**src/rtl/pwm_pkg.sv**
```systemverilog
// Shared definitions for the multi-channel PWM: count modes, count direction, channel slicing.
// Latency: none (types, constants and a pure function only).
// Backpressure: not applicable.
package pwm_pkg;

    localparam logic MODE_EDGE   = 1'b0;
    localparam logic MODE_CENTRE = 1'b1;

    typedef enum logic {
        DIR_UP   = 1'b0,
        DIR_DOWN = 1'b1
    } dir_t;

    // LSB position of channel k in a packed per-channel vector of res-bit fields.
    function automatic int chan_lsb(input int k, input int res);
        return k * res;
    endfunction

endpackage

```
**src/rtl/pwm_timebase.sv**
```systemverilog
// Shared PWM timebase: prescaler, up or up/down period counter, period boundary detection.
// Latency: boundary is combinational in the last cycle of a period; period_tick follows one clock later.
// Backpressure: none, free-running; mode/prescale are only taken at a period boundary.
module pwm_timebase
    import pwm_pkg::*;
#(
    parameter int nBitRes    = 12,
    parameter int PRESC_BITS = 10
) (
    input  logic                  clk,
    input  logic                  reset,
    input  logic                  mode,
    input  logic [PRESC_BITS-1:0] prescale,
    output logic [nBitRes-1:0]    pwm_counter,
    output logic                  boundary,
    output logic                  period_tick
);

    localparam logic [nBitRes-1:0] MAX = '1;

    logic [PRESC_BITS-1:0] presc_cnt;
    logic [PRESC_BITS-1:0] presc_act;
    logic                  mode_act;
    dir_t                  dir;

    logic                  adv;
    logic [nBitRes-1:0]    cnt_nxt;
    dir_t                  dir_nxt;

    // Next counter value and direction for the active mode, plus boundary detection.
    always_comb begin
        adv     = (presc_cnt == presc_act);
        cnt_nxt = pwm_counter;
        dir_nxt = dir;
        if (mode_act == MODE_EDGE) begin
            cnt_nxt = pwm_counter + 1'b1;
            dir_nxt = DIR_UP;
        end else begin
            if (dir == DIR_UP) begin
                cnt_nxt = pwm_counter + 1'b1;
            end else begin
                cnt_nxt = pwm_counter - 1'b1;
            end
            // Direction turns as the counter arrives at either end of its range.
            if (cnt_nxt == MAX) begin
                dir_nxt = DIR_DOWN;
            end else if (cnt_nxt == '0) begin
                dir_nxt = DIR_UP;
            end
        end
        boundary = adv && (cnt_nxt == '0);
    end

    // Prescaler, counter state and the per-period sampling of mode and prescale.
    always_ff @(posedge clk) begin
        if (reset) begin
            presc_cnt   <= '0;
            presc_act   <= '0;
            mode_act    <= MODE_EDGE;
            dir         <= DIR_UP;
            pwm_counter <= '0;
            period_tick <= 1'b0;
        end else begin
            period_tick <= boundary;
            if (adv) begin
                presc_cnt   <= '0;
                pwm_counter <= cnt_nxt;
                dir         <= dir_nxt;
            end else begin
                presc_cnt <= presc_cnt + 1'b1;
            end
            // A new period always starts counting up from zero, so a mode
            // switch taken here never inherits a stale direction.
            if (boundary) begin
                mode_act    <= mode;
                presc_act   <= prescale;
                pwm_counter <= '0;
                dir         <= DIR_UP;
            end
        end
    end

endmodule

```
**src/rtl/pwm_multi.sv**
```systemverilog
// Multi-channel PWM sharing one timebase, with double-buffered duty values loaded at period boundaries.
// Latency: pwmpin is registered, one clock behind pwm_counter; accepted duty goes live at the next boundary.
// Backpressure: duty_ready low while a vector is pending in the shadow buffer; a new one is taken only after the boundary load.
module pwm_multi
    import pwm_pkg::*;
#(
    parameter int NCH        = 2,
    parameter int nBitRes    = 12,
    parameter int PRESC_BITS = 10
) (
    input  logic                     clk,
    input  logic                     reset,
    input  logic [NCH*nBitRes-1:0]   duty,
    input  logic                     duty_valid,
    output logic                     duty_ready,
    input  logic                     mode,
    input  logic [PRESC_BITS-1:0]    prescale,
    output logic                     period_tick,
    output logic [NCH-1:0]           pwmpin
);

    logic [nBitRes-1:0]     pwm_counter;
    logic                   boundary;

    logic [NCH*nBitRes-1:0] shadow;
    logic [NCH*nBitRes-1:0] active;
    logic                   pending;
    logic                   accept;
    logic [NCH-1:0]         pwm_nxt;

    pwm_timebase #(
        .nBitRes    (nBitRes),
        .PRESC_BITS (PRESC_BITS)
    ) u_timebase (
        .clk         (clk),
        .reset       (reset),
        .mode        (mode),
        .prescale    (prescale),
        .pwm_counter (pwm_counter),
        .boundary    (boundary),
        .period_tick (period_tick)
    );

    assign duty_ready = !pending;
    assign accept     = duty_valid && duty_ready;

    // Shadow capture on handshake and whole-vector load into the active set at a boundary.
    // An accept coinciding with a boundary sees pending still low, so that
    // vector waits a full period rather than being loaded mid-period.
    always_ff @(posedge clk) begin
        if (reset) begin
            shadow  <= '0;
            active  <= '0;
            pending <= 1'b0;
        end else begin
            if (boundary && pending) begin
                active  <= shadow;
                pending <= 1'b0;
            end
            if (accept) begin
                shadow  <= duty;
                pending <= 1'b1;
            end
        end
    end

    for (genvar k = 0; k < NCH; k++) begin : g_ch
        assign pwm_nxt[k] = (pwm_counter < active[chan_lsb(k, nBitRes) +: nBitRes]);
    end

    // Registered outputs keep the pins glitch-free.
    always_ff @(posedge clk) begin
        if (reset) begin
            pwmpin <= '0;
        end else begin
            pwmpin <= pwm_nxt;
        end
    end

endmodule

```
**config.mk**
```make
export PLATFORM = sky130hd
export DESIGN_NAME = pwm_multi
export DESIGN_NICKNAME = d
export VERILOG_FILES = /design/src/rtl/pwm_pkg.sv /design/src/rtl/pwm_timebase.sv /design/src/rtl/pwm_multi.sv
export SDC_FILE = /design/constraint.sdc
export NUM_CORES = 1
export LEC_CHECK = 0
export ABC_AREA = 1
export ABC_CLOCK_PERIOD_IN_PS = 3500
export CAP_MARGIN = 30
export CORE_MARGIN = 5
export CORE_UTILIZATION = 45
export CTS_BUF_LIST = sky130_fd_sc_hd__clkbuf_2
export DETAILED_ROUTE_END_ITERATION = 8
export PLACE_DENSITY = 0.65
export RECOVER_POWER = 100
export SETUP_SLACK_MARGIN = 0.1
export SYNTH_ARGS = -nofsm -noshare
export SYNTH_HDL_FRONTEND = slang
export SYNTH_HIERARCHICAL = 1
export SYNTH_SLANG_ARGS = --single-unit
export TNS_END_PERCENT = 20
```
**constraint.sdc**
```tcl
create_clock -name clk -period 3.5 [get_ports clk]
set_clock_uncertainty 0.2 [all_clocks]
set_input_delay 0.7 -clock clk [delete_from_list [all_inputs] [get_ports clk]]
set_output_delay 0.7 -clock clk [all_outputs]
set_load 0.1 [all_outputs]
```
# Word level (Yosys, flattened, before mapping)
# Cells that the tools add are included.
word_totals:
  register_bits: 86
  in_bits: 38
  out_inout_bits: 4
  wordCells: 36
classes:
  add_sub_neg: 3
  order_cmp: 2
  n_eq_ne: 3
  mux: 8
  n_reduce_logical: 10
ops:
  columns: ["operator", "n"]
  rows:
  - ["2-to-1 mux 12 bit", 3]
  - ["logical NOT 12 bit", 2]
  - ["< comparator 12 bit", 2]
  - ["adder 12 x 1 -> 12 bit, second input constant", 1]
  - ["equality test 12 bit, second input constant", 1]
  - ["subtractor 12 x 1 -> 12 bit, second input constant", 1]
  - ["adder 10 x 1 -> 10 bit, second input constant", 1]
  - ["equality test 10 bit", 1]
  - ["2-to-1 mux 1 bit", 5]
  - ["OR reduction 2 bit", 2]
  - ["logical AND 1 bit", 3]
  - ["inequality test 3 bit, second input constant", 1]
  - ["AND reduction 2 bit", 1]
  - ["nonzero test 2 bit", 1]
  - ["logical NOT 1 bit", 1]

# Depth between registers and ports, before layout
logic_depth:
  ltp_word: 9
  mapped_depth: 20
  mapped_depth_nobuf: 18

# By module
# Netlist, hierarchy kept.
by_module_without_submodules:
  columns: ["module", "instances", "cells_per_inst", "area_per_inst_um2", "seq_area_each_um2"]
  rows:
  - ["pwm_timebase", 1, 460, 2869.0, 700.7]
  - ["pwm_multi", 1, 306, 2328.5, 1021.0]

# Worst setup path after synthesis
# No wires, ideal clock.
synth_timing:
  path_kind: "reg2reg"
  startpoint: "register u_timebase.pwm_counter[0]"
  endpoint: "register active[10]"
  setup_ps: 116
  arrival_ps: 2120
  required_time_ps: 3184
  path_slack_ps: 1064
  stages_incl_launch_ff: 19
  path_buffers: 2
  period_less_slack_ps: 2436
  cell_sequence: "dfxtp_1 -> inv_2 -> ha_1 -> nand2_1 -> nand3_1 -> nand2_1 -> nand2_1 -> nand2_1 -> inv_1 -> nor2_1 -> nand3_1 -> nor3_1 -> nand3b_1 -> nor2_1 -> nand2_1 -> buf_6 -> buf_6 -> o21ai_1 -> a21oi_1"
synth_between:
  elab_chain_len: 7
  elab_cells_between_ends: 8
  classes_between: "2 x add/sub; 3 x mux; 3 x reduce/logical"
synth_rtl:
  columns: ["element", "line", "source"]
  rows:
  - ["start, declared", "pwm_timebase.sv:14", "output logic [nBitRes-1:0] pwm_counter,"]
  - ["start signal, assigned", "pwm_timebase.sv:67", "pwm_counter <= cnt_nxt;"]
  - ["adder 12 x 1 -> 12 bit or subtractor 12 x 1 -> 12 bit (tied branches)", "pwm_timebase.sv:36, pwm_timebase.sv:40, pwm_timebase.sv:42", null]
  - ["2-to-1 mux 12 bit", "pwm_timebase.sv:39", "if (dir == DIR_UP) begin"]
  - ["2-to-1 mux 12 bit", "pwm_timebase.sv:35", "if (mode_act == MODE_EDGE) begin"]
  - ["2-to-1 mux 12 bit *", "pwm_timebase.sv:35", null]
  - ["logical NOT 12 bit *", "pwm_timebase.sv:51", "boundary = adv && (cnt_nxt == '0);"]
  - ["logical AND 1 bit *", "pwm_timebase.sv:51", null]
  - ["via boundary", "pwm_multi.sv:23", "logic boundary;"]
  - ["logical AND 1 bit *", "pwm_multi.sv:56", "if (boundary && pending) begin"]
  - ["end signal, assigned", "pwm_multi.sv:57", "active <= shadow;"]
  - ["end, declared", "pwm_multi.sv:26", "logic [NCH*nBitRes-1:0] active;"]
# The timed path passes the listed nets; every way through them passes the cells marked *. The select of a mux whose other input is x is not followed.
# A chain may end at the register's enable or synchronous reset.

# Worst setup path after layout
layout_timing:
  startpoint: "register u_timebase.pwm_counter[1]"
  endpoint: "register active[4]"
# The elaborated chain is that of the path after synthesis.

==> results <==
- The first global-routing pass estimated 20.72 mm of wire.
- For this run, the register share of the synthesized area comes to 33.12%.
- For this run, design rule violations remaining after detail routing come to 0.
- The critical path startpoint category is a flop.
- The quantity of I/O buffers inserted on ports is 41.
- The cell type of the slowest stage on the worst timing path is sky130_fd_sc_hd__dfxtp_1.
- Entering global routing, the biggest net connects 50 pins.
- At the end of routability-driven placement, the weighted congestion stood at approximately 0.91.
- The top cell types in the final layout, fill and taps aside, are 202 x sky130_fd_sc_hd__nand2_1, 106 x sky130_fd_sc_hd__nor2_1, 85 x sky130_fd_sc_hd__dfxtp_1.
- Across all layers, the routed design uses 4,703 vias.
- The die boundary height is roughly 120 um.
- The data arrival time of the critical path is between 3 and 4 ns.
- After layout, the minimum clock period comes to ~3 ns.
- For this block, the initial DRC count from the detailed router was between 200 and 250.
- Summed over all nets, the half-perimeter wirelength after detailed placement is roughly 9.4 mm.
- Setup repair after global routing left no endpoint under its margin.
- The cell that appears most often on the critical path is sky130_fd_sc_hd__nand2_1.
- In this run the worst setup path begins at u_timebase/pwm_counter[1]$_SDFFE_PP0P_.
- The synthesized flop and latch total is 86.
- The number of different library cells used by synthesis comes to 32.
- The worst-case IR drop observed on VDD is between 0.3 and 0.4 mV.
- The post-synthesis net count is a little over 800.
- Counting every instance in the synthesized netlist gives between 700 and 800.
- The critical path goes through inv_1 -> ha_1 -> nand2_1 -> nand3_1 -> nand2_1 -> nand2_1 -> nand2_1 -> inv_1 -> nor2_1 -> nand3_1 -> nor3_1 -> nand3b_1 -> nor2_1 -> nand2_1 -> buf_4 -> o21ai_0 -> a21oi_1.
- The final count of negative-setup-slack endpoints is 0.
- The clock passes through at most 2 buffers.
- The max-cap check violation count is 0.
- The biggest fanout along the worst timing path is between 40 and 50.
- Of the cells placed in the final design, the portion with a size suffix greater than 1 is a little over 10%.
- The transition time at the pin with the least slew margin is approximately 1.2 ns.
- In this run the mean area of a mapped cell was between 6 and 7 um^2.
- The via count of the first global-routing pass came to 4,499.
- The path category of the worst min-delay check is reg2reg.
- The clock drives 86 sinks.
- The via density per instance is between 4 and 5.
- The capturing element of the worst setup path is active[4]$_SDFFE_PP0P_.
- The category of the critical setup timing path is reg2reg.
- The first-pass iteration count of the detailed router is 5.
- The capture instance of the worst register-to-register path is active[4]$_SDFFE_PP0P_.
- Row generation in the floorplan step produced 39 rows.
- Summed over all layers, the routed wires come to 12.17 mm.
- The global route total overflow is 0.
- After clock tree synthesis, the clock-pin slew on the worst setup and hold paths is ~0.25 ns.
- The number of setup buffers added after CTS is 0.
- The post-layout net count is 859.
- The share of the cycle needed by the critical path after routing is approximately 87%.
- The die covers about 0.014 mm^2.
- The number of endpoints with negative hold slack in the final report came to 0.
- The startpoint of the worst register-to-register path is u_timebase/pwm_counter[1]$_SDFFE_PP0P_.
- The initial antenna violation count is 0.
- For this design the static power due to leakage is 2.525 nW.
- The top-level port count is 42.
- The all-layer global routing usage is about 18%.
- The number of pins exceeding their max-slew limit in the final report came to 0.
- The core region is 0.01137 mm^2.
- The fraction of registers with async set or reset after synthesis is 0%.
- The clock tree from TritonCTS is done.
- For flop-to-flop paths, the worst setup slack is roughly 0.45 ns.
- Counting cells, the worst reg-to-reg path comes to 17.
- The cell area that synthesis handed to floorplanning was about 0.0052 mm^2.
- In this run the most critical hold path is launched from active[18]$_SDFFE_PP0P_.
- The repair_antennas step left the layout with diodes totalling 0.
- The upper clock frequency limit is ~330 MHz.
- The count of H-tree levels built during CTS is 3.
- The worst pin sits at a relative slew slack of about 22%.
- The ratio of total power to cell area is roughly 870 mW/mm^2.
- The effective utilization at floorplan is between 40 and 50%.
- At the worst endpoint, the required time is ~3.8 ns.
- The warning count from the yosys run is 6.
- The run finished with clean final reports.
- Once detail routing completed, the nets flagged for antenna violations numbered 0.
- In this run, synthesis inferred 0 flip-flops with an integrated enable.
- The latest clock arrival within the worst-skew pair is around 0.56 ns.
- Cells fill around half of the core in the end.
- The setup TNS is 0 ns.
- The total clock buffers created by CTS is 9.
- Relative to the synthesized area, the layout overhead comes to 9.388%.
- The leading cell type in the layout, fill and taps excluded is sky130_fd_sc_hd__nand2_1.
- The die is approximately 120 um wide.
- The nature of the critical path endpoint is a flop.
- The critical path's largest stage delay is between 0.6 and 0.7 ns.
- The clock root buffer master is sky130_fd_sc_hd__clkbuf_2.
- After detailed routing, the average wire length per cell comes to 12.89 um.
- The commonest register cell after synthesis is sky130_fd_sc_hd__dfxtp_1.
-- power breakdown --
| part | internal, mW | total [mW] | switching (mW) |
|---|---|---|---|
| combinational | 0.885 | 2.90 | 2.01 |
| clock | 0.240 | 0.602 | 0.362 |
| sequential | 1.23 | 1.43 | 0.204 |
-- worst max-delay path, delay by kind of cell (launching register included) --
| family | cells | cell delay, ns |
|---|---|---|
| and+or+nand+nor | 11 | 1.18 |
| buffers and inverters | 3 | 0.42 |
| adders and majority gates | 1 | 0.22 |
| DFF | 1 | 0.62 |
| AOI/OAI and AO/OA | 2 | 0.30 |
-- synth_stat cells, types with 9 or more instances --
master	count	share of area, %
sky130_fd_sc_hd__nand2_1	202	15
sky130_fd_sc_hd__nor2_1	102	7.4
sky130_fd_sc_hd__dfxtp_1	86	33
sky130_fd_sc_hd__inv_1	76	5.5
sky130_fd_sc_hd__nand3_1	42	4.0
sky130_fd_sc_hd__a21oi_1	38	3.7
sky130_fd_sc_hd__o21ai_0	38	3.7
sky130_fd_sc_hd__ha_1	25	6.0
sky130_fd_sc_hd__nand3_2	20	3.9
sky130_fd_sc_hd__o21ai_1	20	1.9
sky130_fd_sc_hd__nand2_2	15	1.8
sky130_fd_sc_hd__nand4_1	15	1.8
sky130_fd_sc_hd__a21oi_2	10	1.7
sky130_fd_sc_hd__buf_6	9	1.9
-- registers in the layout, summed over array words and instances (netlist names) --
name                    count
pending                     1
pwmpin                      2
u_timebase/dir              1
u_timebase/presc_act       10
u_timebase/pwm_counter     12
u_timebase/period_tick      1
u_timebase/presc_cnt       10
active                     24
u_timebase/mode_act         1
shadow                     24
-- metrics by stage --
| step | instances | worst slack [ns] | power [mW] | cell area (um^2) | hold WS (ns) |
|---|---|---|---|---|---|
| finish | 944 | 0.4458 | 4.929 | 5685 | 0.2717 |
| detailed placement | 928 | 0.4037 | 4.458 | 5600 | 0.2546 |
| global route | 944 | 0.1851 | 5.400 | 5685 | 0.3064 |
| global placement | 928 | 0.4788 | 4.384 | 5600 | 0.2504 |
| CTS | 944 | 0.3336 | 5.069 | 5742 | 0.2806 |
| floorplan | 766 | 1.064 | 3.832 | 5197 | 0.2295 |
-- layer usage --
| metal | vias up | track usage (%) | share of wire, % |
|---|---|---|---|
| met4 | 0 | 7.670 | 3.1 |
| met1 | 2080 | 22.41 | 46 |
| met5 | - | 0 | 0 |
| met3 | 23 | 3.268 | 4.1 |
| li1 | 2502 | - | - |
| met2 | 98 | 29.77 | 46 |
-- final cells by class --
| class | count | area, um^2 |
|---|---|---|
| Timing Repair Buffer | 48 | 437.9 |
| Clock inverter | 7 | 96.34 |
| Tap cell | 143 | 178.9 |
| Fill cell | 1165 | 5684 |
| Clock buffer | 9 | 45.04 |
| Multi-Input combinational cell | 563 | 2874 |
| Sequential cell | 86 | 1723 |
| Inverter | 88 | 330.3 |
-- logic make-up after synthesis --
group | count (synthesis) | synth area share, %
simple gates | 424 | 37.87
buf+inv | 117 | 10.76
compound gates | 107 | 11.05
flops | 86 | 33.12
fa+ha+maj | 25 | 6.018
xor+xnor | 7 | 1.180
-- timing repair --
item	4_1_cts	5_1_grt
hold buffers	0	0
setup endpoints to repair	0	5
gates resized for setup	0	1
-- worst min-delay path by stage --
stage	end	slack (ns)	depth (start not counted)
after floorplan	u_timebase/presc_cnt[0]$_SDFF_PP0_	0.23	1
after global placement	active[23]$_SDFFE_PP0P_	0.25	2
after detailed placement	active[18]$_SDFFE_PP0P_	0.25	2
after CTS	active[18]$_SDFFE_PP0P_	0.28	2
after global routing	active[18]$_SDFFE_PP0P_	0.31	2
final	active[18]$_SDFFE_PP0P_	0.27	2
Note: power is estimated with default switching activity, not from simulation.
